--- config.mk ---
export PLATFORM = sky130hd
export DESIGN_NAME = output_periph_bank
export DESIGN_NICKNAME = d
export VERILOG_FILES = /design/src/rtl/output_periph_pkg.sv /design/src/rtl/output_periph_bank_lcd_strobe_fsm.sv /design/src/rtl/output_periph_bank.sv
export SDC_FILE = /design/constraint.sdc
export NUM_CORES = 1
export LEC_CHECK = 0
export BUFFER_PORTS_ARGS = -buffer_cell sky130_fd_sc_hd__buf_2
export CORE_ASPECT_RATIO = 1.1
export CORE_MARGIN = 5
export CORE_UTILIZATION = 48
export CTS_CLUSTER_SIZE = 16
export DETAILED_ROUTE_END_ITERATION = 12
export PLACE_DENSITY = 0.78
export SLEW_MARGIN = 20
export SYNTH_ARGS = -nofsm -noshare
export SYNTH_HDL_FRONTEND = slang
export SYNTH_SLANG_ARGS = --single-unit
export TNS_END_PERCENT = 10
--- constraint.sdc ---
create_clock -name clk_i -period 3.6 [get_ports clk_i]
set_input_delay 0.54 -clock clk_i [delete_from_list [all_inputs] [get_ports clk_i]]
set_output_delay 0.54 -clock clk_i [all_outputs]
set_load 0.01 [all_outputs]
--- src/rtl/output_periph_pkg.sv ---
// Shared constants, LCD FSM states and store helpers
// for the output peripheral bank.
package output_periph_pkg;

  localparam logic [3:0] HEX_BASE   = 4'h0;
  localparam logic [3:0] LEDR_IDX   = 4'h8;
  localparam logic [3:0] LEDG_IDX   = 4'h9;
  localparam logic [3:0] LCD_IDX    = 4'hA;
  localparam logic [3:0] STATUS_IDX = 4'hB;

  localparam int LCD_DATA_LSB = 0;
  localparam int LCD_RS_BIT   = 8;
  localparam int LCD_RW_BIT   = 9;
  localparam int LCD_ON_BIT   = 31;

  localparam int ST_BUSY_BIT = 0;
  localparam int ST_OVR_BIT  = 1;

  typedef enum logic [1:0] {
    IDLE,
    SETUP,
    PULSE,
    HOLD
  } lcd_state_e;

  function automatic logic [31:0] strb_mask(input logic [3:0] strb);
    logic [31:0] m;
    m = '0;
    for (int b = 0; b < 4; b++) m[8*b+:8] = {8{strb[b]}};
    return m;
  endfunction

  function automatic int max3(input int a, input int b, input int c);
    int m;
    m = (a > b) ? a : b;
    return (m > c) ? m : c;
  endfunction

endpackage

--- src/rtl/output_periph_bank_lcd_strobe_fsm.sv ---
// Timed LCD enable strobe: SETUP -> PULSE (lcd_en) -> HOLD.
// ready also covers the last HOLD cycle so transfers chain back to back.
module lcd_strobe_fsm
  import output_periph_pkg::*;
#(
  parameter int SETUP_CYC = 2,
  parameter int PULSE_CYC = 12,
  parameter int HOLD_CYC  = 2
) (
  input  logic clk_i,
  input  logic rst_i,
  input  logic start,
  output logic ready,
  output logic busy,
  output logic lcd_en
);

  localparam int MAXC = max3(SETUP_CYC, PULSE_CYC, HOLD_CYC);
  localparam int CW   = $clog2(MAXC + 1);

  lcd_state_e    state;
  logic [CW-1:0] cnt;
  logic          last;

  assign last   = (cnt == '0);
  assign ready  = (state == IDLE) || (state == HOLD && last);
  assign busy   = (state != IDLE);
  assign lcd_en = (state == PULSE);

  // phase sequencing with a per-phase reload of the down counter
  always_ff @(posedge clk_i or posedge rst_i) begin
    if (rst_i) begin
      state <= IDLE;
      cnt   <= '0;
    end else if (start && ready) begin
      state <= SETUP;
      cnt   <= CW'(SETUP_CYC - 1);
    end else begin
      unique case (state)
        IDLE: cnt <= '0;
        SETUP:
          if (last) begin
            state <= PULSE;
            cnt   <= CW'(PULSE_CYC - 1);
          end else cnt <= cnt - CW'(1);
        PULSE:
          if (last) begin
            state <= HOLD;
            cnt   <= CW'(HOLD_CYC - 1);
          end else cnt <= cnt - CW'(1);
        HOLD:
          if (last) state <= IDLE;
          else cnt <= cnt - CW'(1);
        default: begin
          state <= IDLE;
          cnt   <= '0;
        end
      endcase
    end
  end

endmodule

--- src/rtl/output_periph_bank.sv ---
// Memory-mapped HEX/LED/LCD output bank with sticky status.
// Readback path enabled by OUTPUT_PERIPH_READBACK_EN.
module output_periph_bank
  import output_periph_pkg::*;
#(
  parameter int N_HEX     = 8,
  parameter int LEDR_W    = 17,
  parameter int LEDG_W    = 8,
  parameter int SETUP_CYC = 2,
  parameter int PULSE_CYC = 12,
  parameter int HOLD_CYC  = 2
) (
  input  logic               clk_i,
  input  logic               rst_i,
  input  logic               st_en,
  input  logic [3:0]         st_strb,
  input  logic [7:0]         addr,
  input  logic [31:0]        st_data,
  input  logic               ld_en,
  output logic [31:0]        ld_data,
  output logic               ld_valid,
  output logic [N_HEX*7-1:0] hex,
  output logic [LEDR_W-1:0]  ledr,
  output logic [LEDG_W-1:0]  ledg,
  output logic [7:0]         lcd_data,
  output logic               lcd_rs,
  output logic               lcd_rw,
  output logic               lcd_on,
  output logic               lcd_en,
  output logic               lcd_busy
);

  logic [3:0]  idx;
  logic [31:0] mask;
  logic        is_hex;
  logic        lcd_wr;
  logic        lcd_ready;
  logic        ovr_set;
  logic        ovr_clr;
  logic        overrun;

  assign idx     = addr[7:4];
  assign mask    = strb_mask(st_strb);
  assign is_hex  = ({1'b0, idx} < 5'(N_HEX));
  assign lcd_wr  = st_en && (idx == LCD_IDX);
  assign ovr_set = lcd_wr && !lcd_ready;
  assign ovr_clr = st_en && (idx == STATUS_IDX) && st_strb[0]
                   && st_data[ST_OVR_BIT];

  lcd_strobe_fsm #(
    .SETUP_CYC(SETUP_CYC),
    .PULSE_CYC(PULSE_CYC),
    .HOLD_CYC (HOLD_CYC)
  ) u_fsm (
    .clk_i (clk_i),
    .rst_i (rst_i),
    .start (lcd_wr),
    .ready (lcd_ready),
    .busy  (lcd_busy),
    .lcd_en(lcd_en)
  );

  // byte-strobed register writes; LCD only updates when a transfer starts
  always_ff @(posedge clk_i or posedge rst_i) begin
    if (rst_i) begin
      hex      <= '0;
      ledr     <= '0;
      ledg     <= '0;
      lcd_data <= '0;
      lcd_rs   <= 1'b0;
      lcd_rw   <= 1'b0;
      lcd_on   <= 1'b0;
    end else if (st_en) begin
      if (is_hex && st_strb[0]) begin
        for (int k = 0; k < N_HEX; k++)
          if (idx == 4'(k)) hex[7*k+:7] <= st_data[6:0];
      end
      if (idx == LEDR_IDX)
        ledr <= (ledr & ~mask[LEDR_W-1:0])
              | (st_data[LEDR_W-1:0] & mask[LEDR_W-1:0]);
      if (idx == LEDG_IDX)
        ledg <= (ledg & ~mask[LEDG_W-1:0])
              | (st_data[LEDG_W-1:0] & mask[LEDG_W-1:0]);
      if (lcd_wr && lcd_ready) begin
        lcd_data <= (lcd_data & ~mask[LCD_DATA_LSB+:8])
                  | (st_data[LCD_DATA_LSB+:8] & mask[LCD_DATA_LSB+:8]);
        if (mask[LCD_RS_BIT]) lcd_rs <= st_data[LCD_RS_BIT];
        if (mask[LCD_RW_BIT]) lcd_rw <= st_data[LCD_RW_BIT];
        if (mask[LCD_ON_BIT]) lcd_on <= st_data[LCD_ON_BIT];
      end
    end
  end

  // sticky overrun; a new overrun beats a same-cycle clear
  always_ff @(posedge clk_i or posedge rst_i) begin
    if (rst_i) overrun <= 1'b0;
    else if (ovr_set) overrun <= 1'b1;
    else if (ovr_clr) overrun <= 1'b0;
  end

`ifdef OUTPUT_PERIPH_READBACK_EN
  logic [31:0] rd;
  logic        unused_ok;

  assign unused_ok = ^{addr[3:0], st_data, mask};

  // readback mux over the current (pre-store) register state
  always_comb begin
    rd = '0;
    unique case (idx)
      LEDR_IDX:   rd = 32'(ledr);
      LEDG_IDX:   rd = 32'(ledg);
      LCD_IDX: begin
        rd[LCD_DATA_LSB+:8] = lcd_data;
        rd[LCD_RS_BIT]      = lcd_rs;
        rd[LCD_RW_BIT]      = lcd_rw;
        rd[LCD_ON_BIT]      = lcd_on;
      end
      STATUS_IDX: begin
        rd[ST_BUSY_BIT] = lcd_busy;
        rd[ST_OVR_BIT]  = overrun;
      end
      default: ;
    endcase
    for (int k = 0; k < N_HEX; k++)
      if (idx == HEX_BASE + 4'(k)) rd = 32'(hex[7*k+:7]);
  end

  // one-cycle load response; data holds until the next load
  always_ff @(posedge clk_i or posedge rst_i) begin
    if (rst_i) begin
      ld_data  <= '0;
      ld_valid <= 1'b0;
    end else begin
      ld_valid <= ld_en;
      if (ld_en) ld_data <= rd;
    end
  end
`else
  logic unused_ok;

  assign unused_ok = ^{addr[3:0], st_data, mask, ld_en, overrun};
  assign ld_data   = '0;
  assign ld_valid  = 1'b0;
`endif

endmodule

==> impl_metrics.json <==
{
  "status": "finished, final reports clean",
  "grt_use_total": 0.181,
  "finalPower_mw": 3.08,
  "cp_top_family": "simple AND/OR/NAND/NOR gates",
  "critPathLaunch": "u_fsm.cnt[0]$_DFFE_PP0P_",
  "clockBufferDepth": 2,
  "maxSlewViolCount": 0,
  "placed_cells": 519,
  "crit_chain": "inv_1 > ha_1 > and4bb_2 > a21oi_1 > nand3b_4 > mux2_2",
  "cpMaxStageDelayCell": "dfrtp_1",
  "critPathMaxStageDelay_ps": 390,
  "synthCells": 297,
  "fin_cells": 534,
  "syn2layout_area_growth_pct": 19.2,
  "ant_nets": 0,
  "path_max_fanout": 8,
  "ctsResizeCount": 0,
  "gp_congestion": 0.860,
  "syn-mean-instance-area_sq_um": 14.1,
  "path_class": "flip-flop to flip-flop",
  "worstPathRequired_ps": 3840,
  "grt_start_max_net_pins": 90,
  "period_share": 0.551,
  "cts_inserted_buffers": 9,
  "synth_top_family_by_area": "multiplexers",
  "worst_pin_slew_ps": 779,
  "r2r_start": "u_fsm.cnt[0]$_DFFE_PP0P_",
  "nNetsFinal": 468,
  "setup_viol": 0,
  "synthMuxAreaShare": 0.249,
  "dieArea_sq_mm": 0.0107,
  "portBuffers": 122,
  "drc": 0,
  "fin_area_sq_mm": 0.00500,
  "slew_headroom": 0.480,
  "hold_class": "primary input to async pin",
  "irDropWorstVdd_uv": 416,
  "critPathArrivalTime_ps": 2220,
  "path_buf_inv": 1,
  "first_pass_iters": 4,
  "finalCriticalPeriod_ps": 1980,
  "synth_compound_area_frac": 0.0152,
  "yosys.area_share.simple": 0.0704,
  "diodes": 0,
  "drive_above_1_share": 0.572,
  "core_region_area_sq_mm": 0.00845,
  "critPathLaunchType": "flip-flop",
  "synthXorXnorAreaFrac": 0.00209,
  "hold_violations": 0,
  "post_synth_instance_area_sq_mm": 0.00420,
  "tns_ps": 0,
  "cp-end-kind": "flip-flop",
  "p_leak_nw": 2.62,
  "fp.dieH_um": 108,
  "num_io_pins": 175,
  "num_rows": 35,
  "final_common_cell": "buf_2",
  "rsz0062_at_grt": "false",
  "ys_seq_area_frac": 0.585,
  "synth-adder-area-share": 0.00298,
  "clk_latency_ps": 360,
  "cts_tree": "yes",
  "start_util": 0.496,
  "num_vias": 2649,
  "dr.first_iter.drc_count": 96,
  "die_w_um": 99.1,
  "skew_ps": 14.4,
  "fmax_mhz": 504,
  "cts-root-buf": "clkbuf_8",
  "hpwl_um": 6840,
  "final_cell_mix": "buf_2, dfrtp_1, mux2_2, conb_1",
  "yosys_warnings": 0,
  "reg2reg_slack_ps": 1620,
  "htreeDepth": 3,
  "clkTransAtPathRegs_ps": 90,
  "detailed_place.area_sq_mm": 0.00478,
  "cts_hold_buf": 0,
  "hold_slack_ps": 324,
  "grt_pass1_vias": 2823,
  "routedWlPerCell_um": 17.5,
  "antenna_found_initial": 0,
  "p_per_area_mw_per_mm2": 617,
  "synth_seq_cells": 98,
  "drv_cap": 0,
  "routed_wl_um": 9340,
  "vias_per_cell": 4.96,
  "grt.overflow.total": 0,
  "cts_setup_buffers": 0,
  "cts.sinks": 98,
  "grt_pass1_wl_um": 14900,
  "synth_cell_types": 36
}
[worst reg2reg max path, stage by stage, from the launching register on]
cell and delay [ps]:
dfrtp_1 390, inv_1 80, ha_1 270, and4bb_2 270, a21oi_1 240, nand3b_4 260
mux2_2 350
[routing by layer]
metal,wire [um],part of all wire,GRT usage,vias to the layer above
li1,-,-,-,1201
met1,3700,0.40,0.211,1339
met2,4650,0.50,0.310,103
met3,914,0.098,0.0819,6
met4,62,0.0066,0.0380,0
met5,0,0,0,-
[report_power, final]
group          total (mW)  switching [mW]  internal (mW)
Clock               0.770           0.376          0.395
Combinational       0.824           0.419          0.405
Sequential           1.49           0.154           1.34
[Yosys cell counts]
library cell,instances,share of area
dfrtp_1,98,0.58
mux2_2,92,0.25
buf_4,33,0.059
nand2_1,9,0.0081
clkbuf_1,8,0.0072
a21oi_1,6,0.0072
buf_2,4,0.0048
inv_1,4,0.0036
nand2b_1,4,0.0060
nor2_2,4,0.0060
nor3_1,4,0.0048
nor2b_1,3,0.0045
a211oi_1,2,0.0036
nand3_1,2,0.0024
nor2_1,2,0.0018
nor3b_1,2,0.0036
and2b_1,1,0.0018
and3_1,1,0.0015
and4bb_2,1,0.0030
conb_1,1,0.00089
ha_1,1,0.0030
mux2i_1,1,0.0024
nand2_2,1,0.0015
nand3b_1,1,0.0018
nand3b_4,1,0.0048
nand4_1,1,0.0015
nand4b_1,1,0.0021
nor3_2,1,0.0024
nor3b_4,1,0.0045
nor4_1,1,0.0015
nor4_4,1,0.0051
o21a_1,1,0.0018
o21ai_0,1,0.0012
o22ai_1,1,0.0015
or3b_2,1,0.0021
xnor2_1,1,0.0021
[cell type report]
class,instances,area [sq um]
Fill cell,692,3450
Sequential cell,98,2450
Multi-Input combinational cell,182,1550
Timing Repair Buffer,124,626
Tap cell,111,139
Clock buffer,10,128
Clock inverter,5,86.3
Inverter,4,20.0
[per-stage QoR]
stage / util / setup slack [ps]
2_1_floorplan: - / 498
3_3_place_gp: 0.566 / 1540
3_5_place_dp: 0.566 / 1530
4_1_cts: 0.591 / 1630
5_1_grt: 0.592 / 1460
6_report: 0.592 / 1620
[final timing paths]
kind                                  endpoint  depth (start not counted)
setup / recovery                     flip-flop                          6
hold / removal              hex[5]$_DFFE_PP0P_                          2
setup reg to reg                     flip-flop                          6
hold reg to reg                      flip-flop                          1
max in group asynchronous  hex[53]$_DFFE_PP0P_                          3
min in group clk_i                   flip-flop                          2
[cells by family after synthesis]
group / Yosys count
AO/OA/AOI/OAI: 11
XOR/XNOR: 1
adder cells (fa/ha/maj): 1
buffers and inverters: 49
flip-flops: 98
multiplexers: 93
other: 1
AND/OR/NAND/NOR: 43
(Power assumes the default switching activity.)
